===== src/rtl/i2s_mem_arbiter.sv =====
// i2s_mem_arbiter: round-robin burst reader for two circular audio buffers.
// Bursts split at the buffer wrap; returned words go to the granted requester.
module i2s_mem_arbiter (
   input  logic        clk,
   input  logic        rst,
   input  logic        enable,
   input  logic        req0_request,
   input  logic [23:0] req0_size,
   output logic        req0_strobe,
   output logic [31:0] req0_data,
   output logic        req0_finished,
   input  logic [31:0] buf0_base,
   input  logic [23:0] buf0_len,
   input  logic        req1_request,
   input  logic [23:0] req1_size,
   output logic        req1_strobe,
   output logic [31:0] req1_data,
   output logic        req1_finished,
   input  logic [31:0] buf1_base,
   input  logic [23:0] buf1_len,
   output logic        mem_read_start,
   output logic [31:0] mem_address,
   output logic [23:0] mem_count,
   input  logic        mem_data_strobe,
   input  logic [31:0] mem_data
);

   typedef enum logic [1:0] {IDLE, ISSUE, XFER, FINISH} state_t;

   state_t      state;
   logic [1:0]  run_sync;
   logic [1:0]  pending;
   logic [1:0]  last_gnt;
   logic        gnt;
   logic [23:0] size_q [2];
   logic [23:0] offset [2];
   logic [23:0] remaining;
   logic [23:0] chunk;
   logic [1:0]  strobe_q;
   logic [1:0]  finished_q;
   logic [31:0] data_q [2];

   logic [1:0]  request;
   logic [23:0] req_size [2];
   logic [31:0] buf_base [2];
   logic [23:0] buf_len  [2];

   logic [31:0] cur_base;
   logic [23:0] cur_len;
   logic [23:0] cur_off;
   logic [23:0] space;
   logic [23:0] first_chunk;
   logic [23:0] next_off;
   logic        pick;
   logic        can_grant;
   logic [1:0]  accept;

   assign request     = {req1_request, req0_request};
   assign req_size[0] = req0_size;
   assign req_size[1] = req1_size;
   assign buf_base[0] = buf0_base;
   assign buf_base[1] = buf1_base;
   assign buf_len[0]  = buf0_len;
   assign buf_len[1]  = buf1_len;

   assign req0_strobe   = strobe_q[0];
   assign req1_strobe   = strobe_q[1];
   assign req0_data     = data_q[0];
   assign req1_data     = data_q[1];
   assign req0_finished = finished_q[0];
   assign req1_finished = finished_q[1];

   always_comb begin
      cur_base    = buf_base[gnt];
      cur_len     = buf_len[gnt];
      cur_off     = offset[gnt];
      space       = cur_len - cur_off;
      first_chunk = (remaining < space) ? remaining : space;
      next_off    = ({1'b0, cur_off} + 25'd1 >= {1'b0, cur_len}) ?
                    24'd0 : cur_off + 24'd1;
      // last_gnt is one-hot; zero after reset so requester 0 wins a tie
      pick        = pending[0] ? (pending[1] & last_gnt[0]) : 1'b1;
      can_grant   = run_sync[1] & enable & (|pending);
      accept[0]   = request[0] & (~pending[0] | (state == FINISH && !gnt));
      accept[1]   = request[1] & (~pending[1] | (state == FINISH && gnt));
   end

   // release is synchronised; grants wait for the second stage
   always_ff @(posedge clk or negedge rst) begin
      if (!rst) run_sync <= 2'b00;
      else      run_sync <= {run_sync[0], 1'b1};
   end

   always_ff @(posedge clk or negedge rst) begin
      if (!rst) begin
         state          <= IDLE;
         pending        <= 2'b00;
         last_gnt       <= 2'b00;
         gnt            <= 1'b0;
         size_q[0]      <= '0;
         size_q[1]      <= '0;
         offset[0]      <= '0;
         offset[1]      <= '0;
         remaining      <= '0;
         chunk          <= '0;
         mem_read_start <= 1'b0;
         mem_address    <= '0;
         mem_count      <= '0;
         strobe_q       <= 2'b00;
         finished_q     <= 2'b00;
         data_q[0]      <= '0;
         data_q[1]      <= '0;
      end else begin
         mem_read_start <= 1'b0;
         strobe_q       <= 2'b00;
         finished_q     <= 2'b00;
         unique case (state)
            IDLE: begin
               if (!enable) begin
                  offset[0] <= '0;
                  offset[1] <= '0;
               end
               if (can_grant) begin
                  gnt       <= pick;
                  remaining <= size_q[pick];
                  if (size_q[pick] == '0 || buf_len[pick] == '0)
                     state <= FINISH;
                  else
                     state <= ISSUE;
               end
            end
            ISSUE: begin
               chunk          <= first_chunk;
               mem_address    <= cur_base + {8'd0, cur_off};
               mem_count      <= first_chunk;
               mem_read_start <= 1'b1;
               state          <= XFER;
            end
            XFER: begin
               if (mem_data_strobe) begin
                  chunk         <= chunk - 24'd1;
                  remaining     <= remaining - 24'd1;
                  offset[gnt]   <= next_off;
                  strobe_q[gnt] <= 1'b1;
                  data_q[gnt]   <= mem_data;
                  if (chunk == 24'd1) begin
                     if (remaining == 24'd1) state <= FINISH;
                     else                    state <= ISSUE;
                  end
               end
            end
            FINISH: begin
               finished_q[gnt] <= 1'b1;
               pending[gnt]    <= 1'b0;
               last_gnt        <= gnt ? 2'b10 : 2'b01;
               state           <= IDLE;
            end
            default: state <= IDLE;
         endcase
         // placed last so a re-request during FINISH survives the clear
         for (int i = 0; i < 2; i++) begin
            if (accept[i]) begin
               pending[i] <= 1'b1;
               size_q[i]  <= req_size[i];
            end
         end
      end
   end

endmodule


===== config.mk =====
export PLATFORM = sky130hd
export DESIGN_NAME = i2s_mem_arbiter
export DESIGN_NICKNAME = d
export VERILOG_FILES = /design/src/rtl/i2s_mem_arbiter.sv
export SDC_FILE = /design/constraint.sdc
export NUM_CORES = 1
export LEC_CHECK = 0
export ABC_AREA = 1
export BUFFER_PORTS_ARGS = -buffer_cell sky130_fd_sc_hd__buf_4
export CAP_MARGIN = 40
export CORE_MARGIN = 2
export CORE_UTILIZATION = 50
export DETAILED_ROUTE_END_ITERATION = 10
export GPL_ROUTABILITY_DRIVEN = 0
export PLACE_DENSITY = 0.84
export SETUP_SLACK_MARGIN = 0.5
export SLEW_MARGIN = 10
export SYNTH_ARGS = -nofsm -noshare
export SYNTH_HDL_FRONTEND = slang
export SYNTH_SLANG_ARGS = --single-unit

===== constraint.sdc =====
create_clock -name clk -period 6.9 [get_ports clk]
set_input_delay 0.69 -clock clk [delete_from_list [all_inputs] [get_ports clk]]
set_output_delay 0.69 -clock clk [all_outputs]
set_load 0.01 [all_outputs]

**Yosys cells after proc, flatten, opt, wreduce, memory -nomap -nowiden**

Cells that the tools add are included.

- Memory bits (writable): 0
- Bits in latches: 0
- Memories: 0
- Memory bits (read-only): 0
- Output and inout port bits: 125
- Input bits: 198
- Bits in registers: 277
- Logic and storage cells: 122

- $mul: 0
- Shift operators: 0
- Div/mod/pow operators: 0
- Multiplexer cells: 48
- Reduce and logical (&&, ||, !) cells: 20
- Magnitude comparators: 7
- Equal/unequal tests: 9
- Add/subtract/negate cells: 6
- Bitwise operators: 13

Operators by type and width:

| cell | number |
|---|---|
| 24-bit two-way mux | 18 |
| 32-bit two-way mux | 4 |
| 48-bit two-way mux | 2 |
| 24-bit one-hot mux with 2 select lines | 2 |
| 48-bit one-hot mux with 2 select lines | 1 |
| 64-bit bitwise mux | 1 |
| 48-bit bitwise mux | 1 |
| 24-bit by 1-bit equality test with 1-bit output, second input constant | 2 |
| 24-bit zero test | 2 |
| 24-bit by 1-bit subtractor with 24-bit output, second input constant | 2 |
| 32-bit by 24-bit adder with 32-bit output | 1 |
| 32-bit demux with 1-bit select | 1 |
| 24-bit by 1-bit adder with 25-bit output, second input constant | 1 |
| 25-bit by 24-bit >= comparator with 1-bit output | 1 |
| 24-bit by 1-bit adder with 24-bit output, second input constant | 1 |
| 24-bit demux with 1-bit select | 1 |
| 24-bit < comparator | 1 |
| 24-bit subtractor | 1 |
| 2-bit two-way mux | 9 |
| 3-bit AND reduction | 3 |
| 2-bit != test, second input constant | 4 |
| 2-bit one-hot mux with 4 select lines | 1 |
| 2-bit nonzero test | 4 |
| 1-bit two-way mux | 6 |
| 19 further kinds | 33 |

**Logic depth before layout (Yosys ltp)**

Gate-level depths: netlist (run 1).

- Depth after elaboration: 11
- Depth in mapped cells: 33
- Mapped depth without buffers: 29

**Least setup slack after synthesis (run 1)**

Ideal clock, no wire load.

- Kind: register -> register
- From: reg gnt
- To: reg chunk[3]
- Setup slack: 2.544 ns
- Library setup time: 0.130 ns
- Required time: 6.770 ns
- Buffers on the path: 4
- Clock period less this slack: 4.356 ns
- Stages on the path, launching flop included: 29
- Data arrival time: 4.226 ns
- Cells stage by stage: dfrtp_1 > inv_2 > buf_4 > clkbuf_1 > clkbuf_1 > or2_2 > o21ai_0 > ha_1 > fa_1 > nand3b_1 > nand2_1 > nand2_1 > nand2_1 > nand2_1 > nand2_1 > xor2_1 > inv_1 > ha_1 > nand2_1 > nor2_1 > nand2_1 > nand2_1 > a21oi_1 > nand2_1 > clkbuf_1 > o21ai_0 > nand2_1 > nand2_1 > o21ai_1

- Cells in the longest elaborated chain, start to end: 8
- Elaborated cells between the ends (all ways): 11
- Those cells by class: 1 x add/sub; 1 x order compare; 8 x mux; 1 x bitwise

Ends and longest elaborated chain:

| what | line | RTL |
|---|---|---|
| from (decl) | 34 | `logic gnt;` |
| from (signal assigned) | 124 | `gnt <= pick;` |
| 1-bit NOT with 2-bit output (implied by the code) (*) | 75, 76 |  |
| 24-bit two-way mux, on equally long branches (3 in a row) | 75, 76 |  |
| 24-bit subtractor (*) | 77 | `space = cur_len - cur_off;` |
| 24-bit < comparator | 78 | `first_chunk = (remaining < space) ? remaining : space;` |
| 24-bit two-way mux (*) | 78 |  |
| 24-bit one-hot mux with 2 select lines (*) | 117 | `unique case (state)` |
| to (signal assigned) | 133 | `chunk <= first_chunk;` |
| to (signal assigned) | 141 | `chunk <= chunk - 24'd1;` |
| to (decl) | 38 | `logic [23:0] chunk;` |

Mark *: on every way between the ends. The rest lies on a longest branch, timed or not. The select of a mux whose other input is x is not followed.
A chain may end at the register's enable or synchronous reset.

**Worst setup path after layout (run 1)**

- From: reg gnt
- To: reg chunk[4]

The elaborated chain is that of the path after synthesis.

==> results of run 1 <==
cell families after synthesis:
| group | Yosys count |
|---|---|
| and+or+nand+nor | 1366 |
| adders and majority gates | 101 |
| buffers and inverters | 384 |
| other | 1 |
| AOI/OAI and AO/OA | 309 |
| muxes | 122 |
| xor gates and xnor gates | 53 |
| DFF | 277 |
metrics by stage:
stage	hold slack (ps)	setup slack, ps	cell area, µm²	total power [mW]
2_1_floorplan	331	2540	19100	8.31
3_3_place_gp	333	1600	21900	10.6
3_5_place_dp	336	1340	22000	10.9
4_1_cts	185	1320	23100	12.8
5_1_grt	214	811	23100	14.0
6_report	141	1210	23100	13.0
cell usage after synthesis, drive strengths merged, types with 2 or more instances:
cell,count
o21a,2
and2,4
clkbuf,48
nand2,838
mux2i,10
o32ai,2
o21bai,9
o21ai,173
ha,99
fa,2
xnor2,21
dfrtp,277
o211ai,6
a22o,2
inv,298
nand4,82
buf,36
xor2,32
clkinv,2
nor2,225
a31oi,21
nor3,24
nor4,15
a21o,3
or2,26
nand3,141
o22ai,4
a21oi,84
nand3b,10
mux2,112
routing by layer:
metal  vias to the layer above  part of all wire (%)  GRT usage (%)
met4                         0                   4.6           13.7
met1                      9019                    40           39.6
met3                       201                    11           6.51
met5                         -                     0              0
met2                      1118                    45           50.8
li1                       9093                     -              -
critical path: stages (launching register included):
cell	delay [ps]
dfrtp_4	880
buf_4	610
o21ai_0	510
fa_1	590
nand3b_1	180
nand2_1	160
nand2_1	70
nand2_1	120
nand2_1	70
nand2_1	70
xor2_1	350
inv_1	100
ha_1	280
nand2_1	60
nor2_1	60
nand2_1	80
nand2_1	50
a21oi_1	370
nand2_1	170
buf_4	280
o21ai_0	280
nand2_1	80
nand2_1	70
o21ai_1	60
cell usage in the layout (no fill, tap or decap), types with 5 or more instances in the layout:
| cell type | Yosys | final |
|---|---|---|
| or2_2 | 26 | 26 |
| o21ai_2 | 20 | 22 |
| nand3_1 | 140 | 140 |
| a31oi_1 | 21 | 21 |
| clkbuf_16 | 0 | 31 |
| nor2_2 | 8 | 9 |
| inv_1 | 284 | 284 |
| mux2_2 | 112 | 112 |
| inv_2 | 14 | 14 |
| dfrtp_1 | 277 | 276 |
| a21oi_1 | 84 | 84 |
| nand4_1 | 82 | 82 |
| nand3b_1 | 10 | 10 |
| buf_4 | 9 | 335 |
| o211ai_1 | 6 | 6 |
| xnor2_1 | 21 | 21 |
| nor3_1 | 24 | 24 |
| o21bai_1 | 9 | 9 |
| nand2_1 | 829 | 829 |
| nor2_1 | 214 | 210 |
| xor2_1 | 31 | 31 |
| nor2_4 | 2 | 5 |
| nor4_1 | 15 | 15 |
| o21ai_1 | 18 | 16 |
| nand2_2 | 9 | 9 |
| mux2i_1 | 10 | 10 |
| clkbuf_8 | 0 | 5 |
| o21ai_0 | 135 | 135 |
| ha_1 | 99 | 99 |
| bufinv_16 | 0 | 7 |
registers in the layout, indices dropped and copies added (netlist names):
register and count:
remaining 24, last_gnt 1, pending 2, strobe_q 2, state 2, mem_read_start 1
mem_count 24, offset 48, mem_address 32, gnt 1, size_q 48, chunk 24
req0_data 32, req1_data 32, finished_q 2, run_sync 2
area by class of cell:
class,instances,area [µm²]
multi-input cells,1952,10600
well taps,511,639
clock buffers,40,860
flip-flops and latches,277,6940
fillers,3333,14600
clock inverters,16,269
repair buffers,342,2630
inverters,300,1130
report_power, final:
part           total (mW)  internal [mW]  switching [mW]
Combinational        8.11           2.95            5.15
Clock                1.85           1.13           0.711
Sequential           3.01           2.37           0.645
worst max-delay path by stage:
stage                                       to  slack [ps]  cells past startpoint
after floorplan           chunk[3]$_DFFE_PN0P_        2540                     28
after global placement    chunk[7]$_DFFE_PN0P_        1600                     24
after detailed placement  chunk[4]$_DFFE_PN0P_        1340                     24
after CTS                 chunk[4]$_DFFE_PN0P_        1320                     24
after global routing      chunk[5]$_DFFE_PN0P_         810                     23
final                     chunk[4]$_DFFE_PN0P_        1210                     23
==> out/qor.csv, run 1 <==
metric,value,unit
status,"complete, no violations",
period utilization,82.5,%
ranking of synthesized cells by area,"dfrtp_1 36%, nand2_1 16%, mux2_2 6.6%",
Final Hold Violating Endpoints,0,
Post-synth EDFFs,0,
Final HPWL DP,47300,µm
Synth top area share,36.3,%
"Top FF cell, synth",dfrtp_1,
WP data required,7360,ps
Initial DRT Pass Iterations,6,
die area,0.0398,mm²
Slew @ Worst Pin,1000,ps
Peak supply drop,358,µV
via count of the routed design,19400,
slew margin rel.,33.4,%
"Seq/Total Area, Yosys",36.3,%
Layout Cells excl Fill,3438,
Final Util,61.4,%
pin count of the biggest net entering global routing,171,
Via density,5.65,
Global Route Usage Sum,31.0,%
WL per Instance,18.1,µm
CTS buffer count,31,
post-cts sizing count,0,
simple-gate share of the synthesized area,30.2,%
crit-path max FO,62,
PwrDens,561,mW/mm²
Post-Route Setup TNS,0,ps
"Avg Cell Area, Syn",7.31,µm²
"Reg clk slew, reported paths",60,ps
maxcap violations,0,
area grow syn2layout,21.0,%
share of cells above drive strength 1,20.3,%
Setup crit start,gnt$_DFFE_PN0P_,
largest family of logic cells by synthesized area,simple AND/OR/NAND/NOR gates,
CTS sink cnt,277,
Syn Nets,2912,
Synth Warn #,0,
setup violators final,0,
grt total ovfl,0,
Synth async-reset ratio,100,%
clock root cell,clkbuf_16,
Pins Over Slew Limit,0,
placed instance count,3382,
"Clk Latency, worst-skew pair",590,ps
H-Tree Depth,1,
Die Wd,199,µm
Fmax,176,MHz
first-pass GRT wire length,97500,µm
setup bufs post-CTS,0,
number of global-route vias before repair,19000,
DRT iter0 DRCs,1959,
TritonCTS clock tree,yes,
Critical Path End Type,flop,
CTS Hold Buffers Added,0,
Crit path arrival time,6160,ps
IO buf count,322,
clk buf depth,3,
initial core utilization,50.7,%
antenna violations before repair,0,
RSZ-0062 raised after global routing,no,
mux cell area share after synthesis,7.13,%
Synth Area in Compound Gates,9.06,%
diodes inserted,0,
Mapped Area,0.0191,mm²
FF-to-FF End,chunk[4]$_DFFE_PN0P_,
Synth area leader,dfrtp_1,
# IOs,323,
WL final,62100,µm
Cell variety after synth,48,
antenna-violating nets left,0,
core region area,0.0377,mm²
detailed-route DRC error count,0,
Reg2Reg Depth,23,
Synth Area in XOR/XNOR,2.47,%
Crit Reg-Reg Startpoint,gnt$_DFFE_PN0P_,
Hold Path Class,in -> async,
final worst path period need,5690,ps
# rows,71,
clk_skew,14.3,ps
cell count after synthesis,2613,
Die H,199,µm
LEAKAGE,12.0,nW
adder-cell share of the synthesized area,6.70,%
FF-to-FF setup slack,1210,ps
Crit Path Class,reg -> reg,
"flops & latches, synth",277,
Nets,3203,
startpoint types,flop,
Note: power is estimated with default switching activity, not from simulation.
==> run 2, diff against run 1 <==
--- a/config.mk
+++ b/config.mk
@@ -5,14 +5,14 @@
 export SDC_FILE = /design/constraint.sdc
 export NUM_CORES = 1
 export LEC_CHECK = 0
-export ABC_AREA = 1
+export ABC_AREA = 0
 export BUFFER_PORTS_ARGS = -buffer_cell sky130_fd_sc_hd__buf_4
 export CAP_MARGIN = 40
 export CORE_MARGIN = 2
 export CORE_UTILIZATION = 50
 export DETAILED_ROUTE_END_ITERATION = 10
 export GPL_ROUTABILITY_DRIVEN = 0
-export PLACE_DENSITY = 0.84
+export PLACE_DENSITY = 0.88
 export SETUP_SLACK_MARGIN = 0.5
 export SLEW_MARGIN = 10
 export SYNTH_ARGS = -nofsm -noshare
==> constraint.sdc (replaced) <==
create_clock -name clk -period 5.2 [get_ports clk]
set_input_delay 0.52 -clock clk [delete_from_list [all_inputs] [get_ports clk]]
set_output_delay 0.52 -clock clk [all_outputs]
set_load 0.01 [all_outputs]
==> run 2 against run 1 <==
Compared with the run above:
- the run now ends with setup timing left
- die area is 9.5% lower
- final cell count is 25% lower
- hold slack worse by 8.7 ps
- synthesized cell count is 33% lower
- via count is 12% lower
- clock-buffer cell count is 1 higher
- register-to-register slack worse by 1700 ps
- sequential power is 25% higher
- fmax is 0.50% higher
- critical endpoint is now chunk[23]$_DFFE_PN0P_
==> out/qor.csv, run 2 <==
metric,value,unit,change
status,"complete, but fails checks",,
failing checks,setup timing,,
grt total ovfl,0,,unchanged
Synth async-reset ratio,100,%,unchanged
setup slack after layout,-465,ps,-1670 ps
WP data required,5690,ps,-1670 ps
number of global-route vias before repair,16300,,-14%
Synth Warn #,0,,unchanged
Post-Route Setup TNS,-15970,ps,-15970 ps
"flops & latches, synth",277,,unchanged
Nets,2418,,-25%
die area,0.0360,mm²,-9.5%
Die H,190,µm,-4.9%
largest registers,"offset x48, size_q x48",,
FF-to-FF setup slack,-460,ps,-1670 ps
most common cell in the netlist,dfrtp_1,,
Global Route Usage Sum,30.2,%,-0.81 points
Cell variety after synth,73,,+52%
"Reg clk slew, reported paths",60,ps,about the same
Fmax,177,MHz,+0.50%
RSZ-0062 raised after global routing,yes,,
antenna violations before repair,2,,+2
"Clk Latency, worst-skew pair",600,ps,about the same
area grow syn2layout,32.9,%,
Synth top area share,40.2,%,+3.9 points
startpoint types,flop,,
Synth area leader,dfrtp_1,,
# rows,67,,-5.6%
Post-synth EDFFs,0,,unchanged
Syn Nets,2043,,-30%
WL final,62500,µm,+0.57%
Final HPWL DP,40400,µm,-15%
WL per Instance,24.1,µm,+33%
H-Tree Depth,1,,unchanged
Post-Place Cell Area,0.0205,mm²,-6.8%
CTS buffer count,30,,-3.2%
Mapped Area,0.0172,mm²,-9.7%
"Top FF cell, synth",dfrtp_1,,
TritonCTS clock tree,yes,,
period utilization,109,%,+26 points
LEAKAGE,10.7,nW,-11%
pin count of the biggest net entering global routing,156,,-8.8%
Die Wd,190,µm,-4.9%
Filler Cells Inserted,2308,,-31%
Peak supply drop,388,µV,+8.3%
# IOs,323,,unchanged
placed instance count,2469,,-27%
fin area,0.0229,mm²,-0.91%
IO buf count,322,,unchanged
slew margin rel.,22.0,%,-11 points
crit-path max FO,7,,-89%
clk_skew,31.8,ps,+17.5 ps
"commonest cells after routing, fill and taps aside","402 x buf_4, 276 x dfrtp_1, 141 x mux2_2",,
setup violators final,48,,+48
Hold Path Class,in -> reg,,
Critical Path End Type,flop,,
"Avg Cell Area, Syn",9.88,µm²,+35%
share of cells above drive strength 1,35.6,%,+15 points
Initial DRT Pass Iterations,8,,+2
via count of the routed design,17100,,-12%
PwrDens,576,mW/mm²,+2.7%
first-pass GRT wire length,87000,µm,-11%
DRT iter0 DRCs,2037,,+4.0%
Crit path arrival time,6160,ps,about the same
core region area,0.0337,mm²,-11%
Tot Pwr,13.2,mW,+1.7%
Final Hold Violating Endpoints,0,,unchanged
clk buf depth,3,,unchanged
final worst path period need,5660,ps,-28.3 ps
"Seq/Total Area, Yosys",40.2,%,+3.9 points
Slew @ Worst Pin,1160,ps,+155 ps
clock root cell,clkbuf_16,,
"most common cell after layout, fill and taps aside",buf_4,,
Pins Over Slew Limit,0,,unchanged
Crit Path Class,reg -> reg,,
CTS sink cnt,277,,unchanged
detailed-route DRC error count,0,,unchanged
Layout Cells excl Fill,2591,,-25%
cell count after synthesis,1744,,-33%
synth cell count leaders,"277 x dfrtp_1, 142 x mux2_2, 140 x o21ai_0, 133 x nand2_1, 99 x ha_1",,
maxcap violations,0,,unchanged
antenna-violating nets left,0,,unchanged
Via density,6.59,,+17%
initial core utilization,51.1,%,+0.45 points
ranking of synthesized cells by area,"dfrtp_1 40%, mux2_2 9.3%, ha_1 7.2%",,
-- run 2: final timing paths --
| kind | from | to | depth (start not counted) |
|---|---|---|---|
| setup / recovery | gnt$_DFFE_PN0P_ | chunk[23]$_DFFE_PN0P_ | 18 |
| hold reg to reg | run_sync[0]$_DFF_PN0_ | run_sync[1]$_DFF_PN0_ | 0 |
| min in group asynchronous | rst | mem_address[27]$_DFFE_PN0P_ | 2 |
| max in group asynchronous | rst | gnt$_DFFE_PN0P_ | 3 |
| hold / removal | req0_request | pending[0]$_DFFE_PN0P_ | 2 |
| setup reg to reg | gnt$_DFFE_PN0P_ | chunk[23]$_DFFE_PN0P_ | 18 |
-- run 2: through the flow --
| stage | hold WS [ps] | worst slack [ps] | util, % |
|---|---|---|---|
| after floorplan | 224 | 32.2 | - |
| after global placement | 333 | 171 | 60.5 |
| after detailed placement | 340 | 35.9 | 60.8 |
| after CTS | 110 | 455 | 65.0 |
| after global routing | 133 | -601 | 68.0 |
| final | 132 | -465 | 68.0 |
-- run 2: final cells by class --
class | instances | area, µm² | area share (%)
multi-input cells | 1309 | 10500 | 45.8
flip-flops and latches | 277 | 6940 | 30.3
repair buffers | 436 | 3630 | 15.9
clock buffers | 41 | 832 | 3.63
well taps | 448 | 561 | 2.45
inverters | 65 | 244 | 1.07
clock inverters | 14 | 201 | 0.880
diodes | 1 | 2.50 | 0.0109
-- run 2: cells by family (layout without fill, tap and decap cells) --
logic type | Yosys count | count (layout) | share of synthesized area (%)
fa+ha+maj | 101 | 101 | 7.42
simple gates | 449 | 452 | 13.0
compound gates | 461 | 461 | 18.0
buf+inv | 161 | 556 | 3.84
other cells | 1 | 2 | 0.0218
mux | 217 | 217 | 13.6
flops | 277 | 277 | 40.2
xor+xnor | 77 | 77 | 3.91
-- run 2: repair_timing --
item | in CTS | in global routing
gates resized for setup | 45 | 107
cloned | 2 | 8
hold endpoints to repair | 71 | 0
pin swaps | 5 | 35
buffers inserted | 12 | 43
setup endpoints to repair | 64 | 96
hold buffers | 1 | 0
-- run 2: routing by layer --
metal,up-vias,wire length [µm],global-route usage [%]
li1,7209,-,-
met1,8031,22400,38.3
met2,1411,27600,50.1
met3,410,8190,6.79
met4,2,4260,12.3
met5,-,10,0
-- run 2: critical path, cell delays in order (launching register included) --
cell       delay [ps]
dfrtp_4           510
buf_8             160
clkbuf_16         170
mux2i_2           320
ha_4              290
a21oi_1           530
o21ai_0           420
nand3_1           210
o31ai_2           100
or2_2             300
xnor2_1           490
ha_1              240
nand4_1           230
nor4_2            300
o21ai_1           130
o2111a_2          260
or2_2             420
a221o_1           350
a21oi_1           120
-- run 2: where the power goes --
part           internal (mW)  switching (mW)
combinational           3.32            3.85
sequential              3.00           0.760
clock                   1.32           0.935
total                   7.64            5.55
